### config.mk
export PLATFORM = sky130hd
export DESIGN_NAME = mul_16_seq
export DESIGN_NICKNAME = d
export VERILOG_FILES = /design/src/rtl/mul_16_seq.sv
export SDC_FILE = /design/constraint.sdc
export NUM_CORES = 1
export LEC_CHECK = 0
export ABC_AREA = 1
export ABC_CLOCK_PERIOD_IN_PS = 1900
export BUFFER_PORTS_ARGS = -buffer_cell sky130_fd_sc_hd__buf_2
export CORE_MARGIN = 5
export CORE_UTILIZATION = 35
export DETAILED_ROUTE_END_ITERATION = 8
export PLACE_DENSITY = 0.63
export REMOVE_ABC_BUFFERS = 1
export SLEW_MARGIN = 30
export SYNTH_ARGS = -nofsm -noshare
export SYNTH_HDL_FRONTEND = slang
export SYNTH_HIERARCHICAL = 1
export SYNTH_SLANG_ARGS = --single-unit
### constraint.sdc
create_clock -name clk -period 1.9 [get_ports clk]
set_input_delay 0.285 -clock clk [delete_from_list [all_inputs] [get_ports clk]]
set_output_delay 0.285 -clock clk [all_outputs]
set_load 0.1 [all_outputs]
### src/rtl/mul_16_seq.sv
// Sequential 16x16 shift-and-add multiplier returning the low 16 product bits.
// Optional early exit once the remaining multiplier bits are zero: MUL_16_SEQ_EARLY_TERM_EN.

module add_16 (
  input  logic [15:0] a,
  input  logic [15:0] b,
  output logic [15:0] sum
);
  assign sum = a + b;
endmodule

module mul_16_seq #(
  parameter int WIDTH = 16
) (
  input  logic             clk,
  input  logic             rst_n,
  input  logic             start,
  input  logic [WIDTH-1:0] a,
  input  logic [WIDTH-1:0] b,
  output logic             ready,
  output logic             busy,
  output logic             done,
  output logic [WIDTH-1:0] product
);

  generate
    if (WIDTH != 16) begin : g_width_check
      $error("mul_16_seq: only WIDTH=16 is supported");
    end
  endgenerate

  typedef enum logic [1:0] {
    IDLE = 2'd0,
    RUN  = 2'd1,
    DONE = 2'd2
  } state_t;

  state_t      state_r;
  state_t      state_nx_s;
  logic [15:0] mcand_r;
  logic [15:0] mplier_r;
  logic [15:0] acc_r;
  logic [15:0] product_r;
  logic [3:0]  count_r;
  logic        ready_r;
  logic        busy_r;
  logic        done_r;
  logic [15:0] sum_s;
  logic [15:0] acc_step_s;
  logic        last_s;

  add_16 u_add (
    .a   (acc_r),
    .b   (mcand_r),
    .sum (sum_s)
  );

  // Accumulate step for the current multiplier bit and the RUN exit condition.
  always_comb begin
    acc_step_s = acc_r;
    last_s     = 1'b0;
    if (mplier_r[0]) begin
      acc_step_s = sum_s;
    end else begin
      acc_step_s = acc_r;
    end
`ifdef MUL_16_SEQ_EARLY_TERM_EN
    last_s = (count_r == 4'd15) || (mplier_r[15:1] == 15'd0);
`else
    last_s = (count_r == 4'd15);
`endif
  end

  // Next-state logic.
  always_comb begin
    state_nx_s = state_r;
    case (state_r)
      IDLE: begin
        if (start) begin
          state_nx_s = RUN;
        end else begin
          state_nx_s = IDLE;
        end
      end
      RUN: begin
        if (last_s) begin
          state_nx_s = DONE;
        end else begin
          state_nx_s = RUN;
        end
      end
      DONE:    state_nx_s = IDLE;
      default: state_nx_s = IDLE;
    endcase
  end

  // State register and handshake outputs, registered from the next state.
  always_ff @(posedge clk or negedge rst_n) begin
    if (!rst_n) begin
      state_r <= IDLE;
      ready_r <= 1'b1;
      busy_r  <= 1'b0;
      done_r  <= 1'b0;
    end else begin
      state_r <= state_nx_s;
      ready_r <= (state_nx_s == IDLE);
      busy_r  <= (state_nx_s == RUN) || (state_nx_s == DONE);
      done_r  <= (state_nx_s == DONE);
    end
  end

  // Shift-and-add datapath; product captures the final accumulate on entry to DONE.
  always_ff @(posedge clk or negedge rst_n) begin
    if (!rst_n) begin
      mcand_r   <= 16'd0;
      mplier_r  <= 16'd0;
      acc_r     <= 16'd0;
      count_r   <= 4'd0;
      product_r <= 16'd0;
    end else begin
      case (state_r)
        IDLE: begin
          if (start) begin
            mcand_r  <= a;
            mplier_r <= b;
            acc_r    <= 16'd0;
            count_r  <= 4'd0;
          end
        end
        RUN: begin
          acc_r    <= acc_step_s;
          mcand_r  <= {mcand_r[14:0], 1'b0};
          mplier_r <= {1'b0, mplier_r[15:1]};
          count_r  <= count_r + 4'd1;
          if (last_s) begin
            product_r <= acc_step_s;
          end
        end
        DONE: begin
          count_r <= count_r;
        end
        default: begin
          count_r <= 4'd0;
        end
      endcase
    end
  end

  assign ready   = ready_r;
  assign busy    = busy_r;
  assign done    = done_r;
  assign product = product_r;

endmodule

==> qor.txt, run 1 <==
drt wl/cell: 11.44 um
TritonCTS clock tree: built
CTS Sinks: 73
placed instance count: 861
Final WS setup: 0.03514 ns
Final Hold Fails: 0
number of synthesized flops with an enable pin: 0
cell row count: 41
FF+latch area: 1828 um^2
Die Area: 15110 um^2
share of layout cells above drive strength 1: 0.1949
dpl hpwl: 7020 um
DIE HEIGHT: 122.9 um
core footprint: 12570 um^2
GR Overflow Total: 0
Starting Density: 0.3551
clk_skew: 0.008141 ns
CP top delay family: simple AND/OR/NAND/NOR gates
asr flop ratio synth: 1.000
Syn. warnings: 6
leakage power: 3.118 nW
Worst Setup SP: acc_r[2]
total track usage: 0.1419
largest net degree at the start of global routing: 39
die extent in x: 122.9 um
crit-path cells: ha_1, or2_4, nand3b_1, nand2_2, buf_4, xor2_1, nand2_1, o21ai_0, nand2_1, o21ai_0
most frequent cells in the layout: nand2_1, inv_1, dfrtp_1
Seq/Total Area, Yosys: 0.4096
number of global-route vias before repair: 3698
DP Worst Slack: -0.1006 ns
Worst-Skew Late Latency: 0.33 ns
met1 Usage GRT: 0.1920
Worst VDD drop: 0.5191 mV
fin. max-slew vios: 0
critical path class: reg2reg
worst reg-to-reg path cell count: 10
Worst Max-Slew Pin Slew: 0.5283 ns
reg2reg start: acc_r[2]
final critical-path share of the clock period: 0.9815
outcome: finished, final reports clean
multi-input logic area: 2228 um^2
commonest non-fill, non-tap cell in the layout: nand2_1
slowest cell on the critical path: dfrtp_1
Cell Area, Synth: 4463 um^2
initial antenna violation count: 0
Crit path depth: 10
RePlAce Congestion: 0.8788
first-pass GRT wire length: 17260 um
CTS max path bufs: 2
Diodes inserted: 0
top_reg_cell synth: dfrtp_1
Hold Path Class: in2reg
final wirelength: 10070 um
synthesized area per cell: 6.930 um^2
CTS Buf Count: 9
RSZ-0062 raised after global routing: yes
Req. time, crit path: 2.10 ns
port bufs: 53
number of fill cells in the layout: 1329
antenna-violating nets left: 0
Pre-Repair DR Iteration Count: 5
htree depth: 3
Clock Tree Root: clkbuf_16
GRT Max-Usage Layer: met2
crit-path max cell delay: 0.39 ns
Critical Path Sink: acc_r[5]
clk slew on worst S/H paths: 0.06 ns
crit start category: flop
Pwr Density: 1975 nW/um^2
relative slew slack: 0.6473
Tmin final: 1.865 ns
post-synthesis cell count: 644
P&R area growth vs syn: 21.36%
met2 usage: 0.2306
Final Setup Violations: 0
Peak Freq: 536.2 MHz
R2R setup slack: 0.04 ns
terminus of the critical flop-to-flop path: acc_r[5]
Via Count: 3807
Seq cells post-synth: 73
Boundary Pins: 54
Vias/cell: 4.326
Data arrival, critical path: 2.06 ns
Max Cap Viol: 0
drt drc: 0
WP buf/inv: 1
Synth cell types: 31
Crit Path Max Fanout: 3
Finished Layout Cells: 880
GRT met3 Usage: 0.03065
Nets: 757
Detailed Route Iter0 Violations: 202
CP endpoint kind: flop
-- how the worst min path moves through the flow --
stage	from	endpoint	slack (ns)	cells after the start
after floorplan	rst_n	acc_r[0]	-0.01	0
after global placement	rst_n	busy	0.29	1
after detailed placement	rst_n	state_r[1]	0.28	1
after CTS	a[0]	mcand_r[0]	0.17	3
after global routing	a[0]	mcand_r[0]	0.19	3
final	a[0]	mcand_r[0]	0.18	3
-- cells in the mapped netlist, drive strengths merged (2+ instances only) --
cell type | instances | share of area
nand2 | 294 | 0.25
buf | 19 | 0.030
nor3 | 3 | 0.0067
or2 | 2 | 0.0028
nand3b | 2 | 0.0034
nor2 | 13 | 0.015
dfrtp | 72 | 0.40
ha | 18 | 0.050
xnor2 | 3 | 0.0059
o21ai | 36 | 0.040
nand3 | 42 | 0.048
a21oi | 9 | 0.011
inv | 118 | 0.10
nand4 | 2 | 0.0028
clkbuf | 2 | 0.0017
xor2 | 6 | 0.012
-- timing repair --
item,in CTS,in global routing
hold endpoints to repair,34,0
buffers inserted,0,2
endpoints found under the setup margin,9,24
hold buffers,1,0
pin swaps,0,6
resized for setup,4,38
-- where the power goes --
part	internal (mW)	switching, mW	leakage, nW
clock network	1.04	0.652	0.148
registers	2.24	0.539	0.906
logic	2.18	4.04	2.06
-- kinds of logic (layout without fill, tap and decap cells) --
| kind of cell | after synthesis | in the layout | share of synthesized area |
|---|---|---|---|
| flip-flops | 73 | 73 | 0.4096 |
| AO/OA/AOI/OAI | 45 | 45 | 0.05130 |
| AND/OR/NAND/NOR | 359 | 359 | 0.3350 |
| XOR/XNOR | 9 | 9 | 0.01766 |
| buffers and inverters | 139 | 203 | 0.1315 |
| adder cells (fa/ha/maj) | 19 | 19 | 0.05495 |
-- routing by layer --
metal	wire, um	up-vias
met5	0	-
met4	98	0
met3	445	5
met2	4628	60
met1	4896	1698
li1	-	2044
-- registers in the layout (all words and copies together) (netlist names) --
register / count
acc_r: 16
busy: 1
count_r: 4
done: 1
mcand_r: 16
mplier_r: 16
product: 16
ready: 1
state_r: 2
-- per-stage QoR --
stage	cell area (um^2)	hold slack, ns	util	TNS [ns]	power (mW)
2_1_floorplan	4322	-0.01059	-	-0.3645	7.137
3_3_place_gp	4920	0.2851	0.3914	-0.1420	8.365
3_5_place_dp	4920	0.2848	0.3914	-0.4309	8.435
4_1_cts	5231	0.1710	0.4162	0	10.19
5_1_grt	5416	0.1948	0.4310	-1.142	11.78
6_report	5416	0.1785	0.4310	0	10.70
-- area by class of cell --
type / count / area share
well taps: 172 / 0.03973
clock inverters: 6 / 0.01063
multi-input cells: 432 / 0.4114
repair buffers: 69 / 0.07438
inverters: 118 / 0.08224
clock buffers: 10 / 0.04412
flip-flops and latches: 73 / 0.3375
-- tightest hold or removal path, delay by kind of cell --
family | cells | cell delay (ns)
compound gates | 1 | 0.06
buf+inv | 1 | 0.08
simple gates | 1 | 0.04
Note: power is estimated with default switching activity, not from simulation.
==> run 2: changes to the inputs <==
Settings changed: CELL_PAD_IN_SITES_DETAIL_PLACEMENT set to 0, CELL_PAD_IN_SITES_GLOBAL_PLACEMENT set to 1, PLACE_DENSITY 0.63 to 0.8.
==> run 2 against run 1 <==
Total power grew 0.52%. Die area is the same. Utilization grew 0.26 points. First-iteration DRC count shrank 17%. Cell area grew 0.60%. Sequential share of layout area shrank 0.20 points. Critical path depth grew 4. Non-clock buffer count grew 1. Sequential cell count is the same. Critical path type unchanged. Highest routed layer unchanged.
==> qor.txt, run 2 (same netlist as run 1, synthesis figures left out) <==
placed instance count: 860 (-0.12%)
Final Hold Fails: 0 (unchanged)
RSZ-0062 raised after global routing: yes
Boundary Pins: 54 (unchanged)
Final WS setup: 0.01205 ns (-0.02309 ns)
Finished Layout Cells: 881 (+0.11%)
Req. time, crit path: 2.13 ns (+0.03 ns)
worst hold path depth: 3 (unchanged)
drt drc: 0 (unchanged)
Max Cap Viol: 0 (unchanged)
Worst VDD drop: 0.5977 mV (+15%)
final critical-path share of the clock period: 0.9937 (+0.01215)
GR Overflow Total: 0 (unchanged)
core footprint: 12570 um^2 (unchanged)
clk_skew: 0.006474 ns (-0.001667 ns)
htree depth: 3 (unchanged)
most frequent cells in the layout: nand2_1, inv_1, dfrtp_1
critical path class: reg2reg
first-pass GRT wire length: 18220 um (+5.6%)
Tmin final: 1.888 ns (+0.02309 ns)
antenna-violating nets left: 0 (unchanged)
Die Area: 15110 um^2 (unchanged)
largest net degree at the start of global routing: 40 (+2.6%)
Clock Tree Root: clkbuf_16
commonest non-fill, non-tap cell in the layout: nand2_1
Crit Path Max Fanout: 3 (unchanged)
Hold Slack: 0.1689 ns (-0.009656 ns)
dpl hpwl: 7403 um (+5.5%)
worst reg-to-reg path cell count: 14 (+4)
number of fill cells in the layout: 1304 (-1.9%)
DP Worst Slack: -0.09032 ns (+0.01032 ns)
final wirelength: 10560 um (+4.9%)
Nets: 758 (+0.13%)
DIE HEIGHT: 122.9 um (unchanged)
P&R area growth vs syn: 22.09%
Finished Cell Area: 5449 um^2 (+0.60%)
Data arrival, critical path: 2.12 ns (+0.06 ns)
relative slew slack: 0.6378 (-0.009548)
clk slew on worst S/H paths: 0.06 ns (about the same)
TritonCTS clock tree: built
die extent in x: 122.9 um (unchanged)
Worst-Skew Late Latency: 0.34 ns (about the same)
RePlAce Congestion: 0.9355 (+6.5%)
Pwr Density: 1973 nW/um^2 (about the same)
Final Setup Violations: 0 (unchanged)
CP endpoint kind: flop
cell row count: 41 (unchanged)
outcome: finished, final reports clean
Starting Density: 0.3551 (unchanged)
number of global-route vias before repair: 3885 (+5.1%)
Hold Path Class: in2reg
leakage power: 3.109 nW (-0.31%)
total track usage: 0.1523 (+0.01038)
CTS Buf Count: 9 (unchanged)
Worst Max-Slew Pin Slew: 0.5433 ns (+0.01509 ns)
CTS max path bufs: 2 (unchanged)
fin. max-slew vios: 0 (unchanged)
Vias/cell: 4.393 (+1.5%)
CTS Sinks: 73 (unchanged)
Detailed Route Iter0 Violations: 167 (-17%)
Via Count: 3870 (+1.7%)
Diodes inserted: 0 (unchanged)
share of layout cells above drive strength 1: 0.1819 (-0.01297)
placed cell area: 4925 um^2 (+0.10%)
Pre-Repair DR Iteration Count: 5 (unchanged)
Peak Freq: 529.7 MHz (-1.2%)
crit start category: flop
port bufs: 53 (unchanged)
initial antenna violation count: 0 (unchanged)
drt wl/cell: 11.99 um (+4.8%)
run 2: cell types whose count changed in the layout (fill, tap and decap cells not counted), sizes merged:
cell      before  now
clkinv         4    1
buf           68   69
bufinv         1    2
clkbuf        10   11
clkinvlp       1    2
run 2: power by group:
group          total [mW]  switching [mW]  internal [mW]
Clock                1.82           0.669           1.15
Combinational        6.13            3.99           2.14
Sequential           2.80           0.561           2.24
Total                10.8            5.22           5.53
run 2: metal layers:
| metal | vias up | wire [um] | track usage |
|---|---|---|---|
| li1 | 2046 | - | - |
| met1 | 1752 | 4990 | 0.1921 |
| met2 | 56 | 5045 | 0.2607 |
| met3 | 16 | 350 | 0.02699 |
| met4 | 0 | 175 | 0.05668 |
| met5 | - | 0 | 0 |
run 2: cell type report:
cell class / count / area [um^2] / share of cell area
inverter: 118 / 445.4 / 0.08175
multi-input combinational: 432 / 2225 / 0.4083
clock inverter: 5 / 80.08 / 0.01470
tap: 172 / 215.2 / 0.03949
clock buffer: 11 / 232.7 / 0.04271
timing repair buffer: 70 / 422.9 / 0.07761
sequential: 73 / 1828 / 0.3355
run 2: what timing repair did:
item / CTS / global route
gates resized for setup: 7 / 22
hold endpoints to repair: 37 / 0
pin swaps: 1 / 8
endpoints found under the setup margin: 11 / 22
hold buffers: 1 / 0
buffers inserted: 0 / 4
run 2: critical path, stage by stage (launching register included):
cell and delay [ns]:
dfrtp_1 0.38, ha_2 0.20, fa_2 0.34, nand2_1 0.07, nand2_1 0.06, nand3b_1 0.11
nand2_2 0.11, nand2_2 0.09, nand2_1 0.05, nand2_1 0.06, nand2_1 0.04, nand2_1 0.06
o21ai_2 0.06, nand2_1 0.08, nand2_1 0.05
run 2: final timing paths:
path                                to  slack, ns        from
max in group asynchronous  mcand_r[14]       0.86       rst_n
setup / recovery           product[14]       0.01  mcand_r[0]
min in group asynchronous   state_r[1]       0.47       rst_n
setup reg to reg           product[14]       0.01  mcand_r[0]
hold / removal              mcand_r[0]       0.17        a[0]
hold reg to reg             product[3]       0.47  product[3]
run 2: through the flow:
step / util / TNS, ns / power [mW]
finish: 0.4335 / 0 / 10.75
CTS: 0.4193 / 0 / 10.38
floorplan: - / -0.3645 / 7.137
detailed placement: 0.3918 / -0.4063 / 8.456
global route: 0.4335 / -1.195 / 11.84
global placement: 0.3918 / -0.2440 / 8.349
==> run 3: changes to the inputs <==
Settings changed: ABC_AREA 1 to unset, PLACE_DENSITY 0.8 to 0.76.
==> run 3 against run 2 <==
The flow now finishes with violations (negative setup slack). Largest cell class unchanged. Via count is 14% lower. Synthesized cell count is 40% lower. Non-clock buffer count is 67 higher. Highest routed layer unchanged. Critical path depth is 4 lower.
==> qor.txt, run 3 <==
outcome: finished with violations
failing checks: negative setup slack
final critical-path share of the clock period: 1.453 (+0.4593)
core footprint: 10840 um^2 (-14%)
drt drc: 0 (unchanged)
most frequent cells in the layout: buf_4, dfrtp_1, nand2_1
P&R area growth vs syn: 36.14%
fin. max-slew vios: 0 (unchanged)
largest net degree at the start of global routing: 74 (+85%)
crit-path cells: ha_2, fa_2, a21o_4, a311oi_4, buf_4, o21ai_2, a311oi_2, nor3_2, mux2_4, mux2_2
top post-synthesis cells by area: dfrtp_1, mux2_2, nand2_1
CTS max path bufs: 2 (unchanged)
post-synthesis cell count: 389 (-40%)
Peak Freq: 362.2 MHz (-32%)
clk slew on worst S/H paths: 0.08 ns (+0.02 ns)
Req. time, crit path: 2.14 ns (about the same)
Final WS setup: -0.8605 ns (-0.8726 ns)
htree depth: 3 (unchanged)
placed instance count: 629 (-27%)
Diodes inserted: 0 (unchanged)
crit start category: flop
Tmin final: 2.761 ns (+0.8726 ns)
relative slew slack: 0.5252 (-0.1126)
cell row count: 38 (-7.3%)
Finished Cell Area: 5293 um^2 (-2.9%)
Via Count: 3309 (-14%)
Worst Max-Slew Pin Slew: 0.7122 ns (+0.1688 ns)
Worst-Skew Late Latency: 0.34 ns (about the same)
total track usage: 0.1523 (about the same)
CTS Sinks: 73 (unchanged)
drt wl/cell: 14.58 um (+22%)
Crit Path Max Fanout: 2 (-1)
TritonCTS clock tree: built
Seq cells post-synth: 73 (unchanged)
Starting Density: 0.3586 (+0.003508)
initial antenna violation count: 0 (unchanged)
most frequent cell after synthesis: dfrtp_1
Synth top cells by count: dfrtp_1, nand2_1, nor2_1
GR Overflow Total: 0 (unchanged)
Die Area: 13310 um^2 (-12%)
RePlAce Congestion: 0.8471 (-9.4%)
crit-path max cell delay: 0.39 ns (about the same)
Hold Path Class: in2reg
Detailed Route Iter0 Violations: 166 (-0.60%)
critical path class: reg2reg
Final Hold Fails: 0 (unchanged)
Data arrival, critical path: 3.00 ns (+0.88 ns)
placed cell area: 4750 um^2 (-3.6%)
top_reg_cell synth: dfrtp_1
synthesized area per cell: 9.994 um^2 (+44%)
DIE HEIGHT: 115.4 um (-6.1%)
antenna-violating nets left: 0 (unchanged)
Seq/Total Area, Yosys: 0.4702 (+0.06064)
port bufs: 53 (unchanged)
slowest cell on the critical path: dfrtp_1
CP endpoint kind: flop
post-synth top area share: 0.4635 (+0.05977)
Vias/cell: 4.998 (+14%)
Clock Tree Root: clkbuf_8
die extent in x: 115.4 um (-6.1%)
Max Cap Viol: 0 (unchanged)
Nets: 571 (-25%)
CTS Buf Count: 9 (unchanged)
RSZ-0062 raised after global routing: yes
share of layout cells above drive strength 1: 0.4042 (+0.2223)
Final Setup Violations: 24 (+24)
final wirelength: 9654 um (-8.6%)
number of synthesized flops with an enable pin: 0 (unchanged)
Synth cell types: 40 (+29%)
Cell Area, Synth: 3887 um^2 (-13%)
number of global-route vias before repair: 3442 (-11%)
clk_skew: 0.005848 ns (-0.0006255 ns)
dpl hpwl: 6692 um (-9.6%)
Pre-Repair DR Iteration Count: 4 (-1)
Syn. warnings: 6 (unchanged)
post-synth top area cell: dfrtp_1
commonest non-fill, non-tap cell in the layout: buf_4
first-pass GRT wire length: 16260 um (-11%)
Boundary Pins: 54 (unchanged)
Finished Layout Cells: 662 (-25%)
asr flop ratio synth: 1.000 (unchanged)
## run 3: worst paths after layout
kind	depth (start not counted)	from	slack, ns	end
min in group asynchronous	3	rst_n	0.49	busy
worst min register to register	1	product[3]	0.51	product[3]
max in group asynchronous	3	rst_n	1.09	acc_r[11]
worst min-delay path	3	b[13]	0.18	mplier_r[13]
worst max register to register	10	acc_r[0]	-0.86	product[10]
worst max-delay path	10	acc_r[0]	-0.86	product[10]
## run 3: layout make-up
| type | count | area (um^2) |
|---|---|---|
| Tap cell | 140 | 175.2 |
| Multi-Input combinational cell | 288 | 2111 |
| Clock buffer | 10 | 137.6 |
| Fill cell | 1038 | 5548 |
| Sequential cell | 73 | 1828 |
| Clock inverter | 6 | 88.84 |
| Inverter | 8 | 30.03 |
| Timing Repair Buffer | 137 | 922.1 |
## run 3: metrics by stage
step | utilization | hold WS, ns | TNS (ns) | setup WS, ns
after global placement | 0.4381 | 0.3455 | -10.24 | -0.9271
after global routing | 0.4882 | 0.1682 | -13.78 | -0.9144
after floorplan | - | -0.01059 | -23.66 | -0.7673
final | 0.4882 | 0.1832 | -11.03 | -0.8605
after CTS | 0.4792 | 0.1706 | -9.890 | -0.8435
after detailed placement | 0.4381 | 0.3486 | -10.67 | -0.9615
## run 3: cell families after synthesis
kind of cell | count (synthesis) | share of synthesized area
and+or+nand+nor | 124 | 0.1313
AOI/OAI and AO/OA | 94 | 0.1661
DFF | 73 | 0.4702
muxes | 34 | 0.09784
buffers and inverters | 28 | 0.03315
adders and majority gates | 19 | 0.06308
xor gates and xnor gates | 17 | 0.03830
## run 3: repair_timing
item | CTS | global route
hold buffers | 1 | 0
buffers inserted | 10 | 7
resized for setup | 31 | 8
endpoints found under the hold margin | 72 | 0
pin swaps | 20 | 8
gates cloned | 0 | 0
endpoints found under the setup margin | 23 | 27
## run 3: worst max-delay path: cells and delay by family, from the launching register on
kind | cells | cell delay [ns]
muxes | 2 | 0.53
buffers and inverters | 1 | 0.17
and+or+nand+nor | 1 | 0.08
adders and majority gates | 2 | 0.56
DFF | 1 | 0.39
AOI/OAI and AO/OA | 4 | 0.91
## run 3: per-layer routing
layer,vias to the layer above,GRT usage,wire length (um)
li1,1637,-,-
met1,1591,0.1949,4435
met2,66,0.2577,4720
met3,15,0.03263,325
met4,0,0.04851,172
met5,-,0,0
Power of run 3 is not shown: default switching activity piles up to over one toggle a cycle in this logic, so the estimate is an artifact.
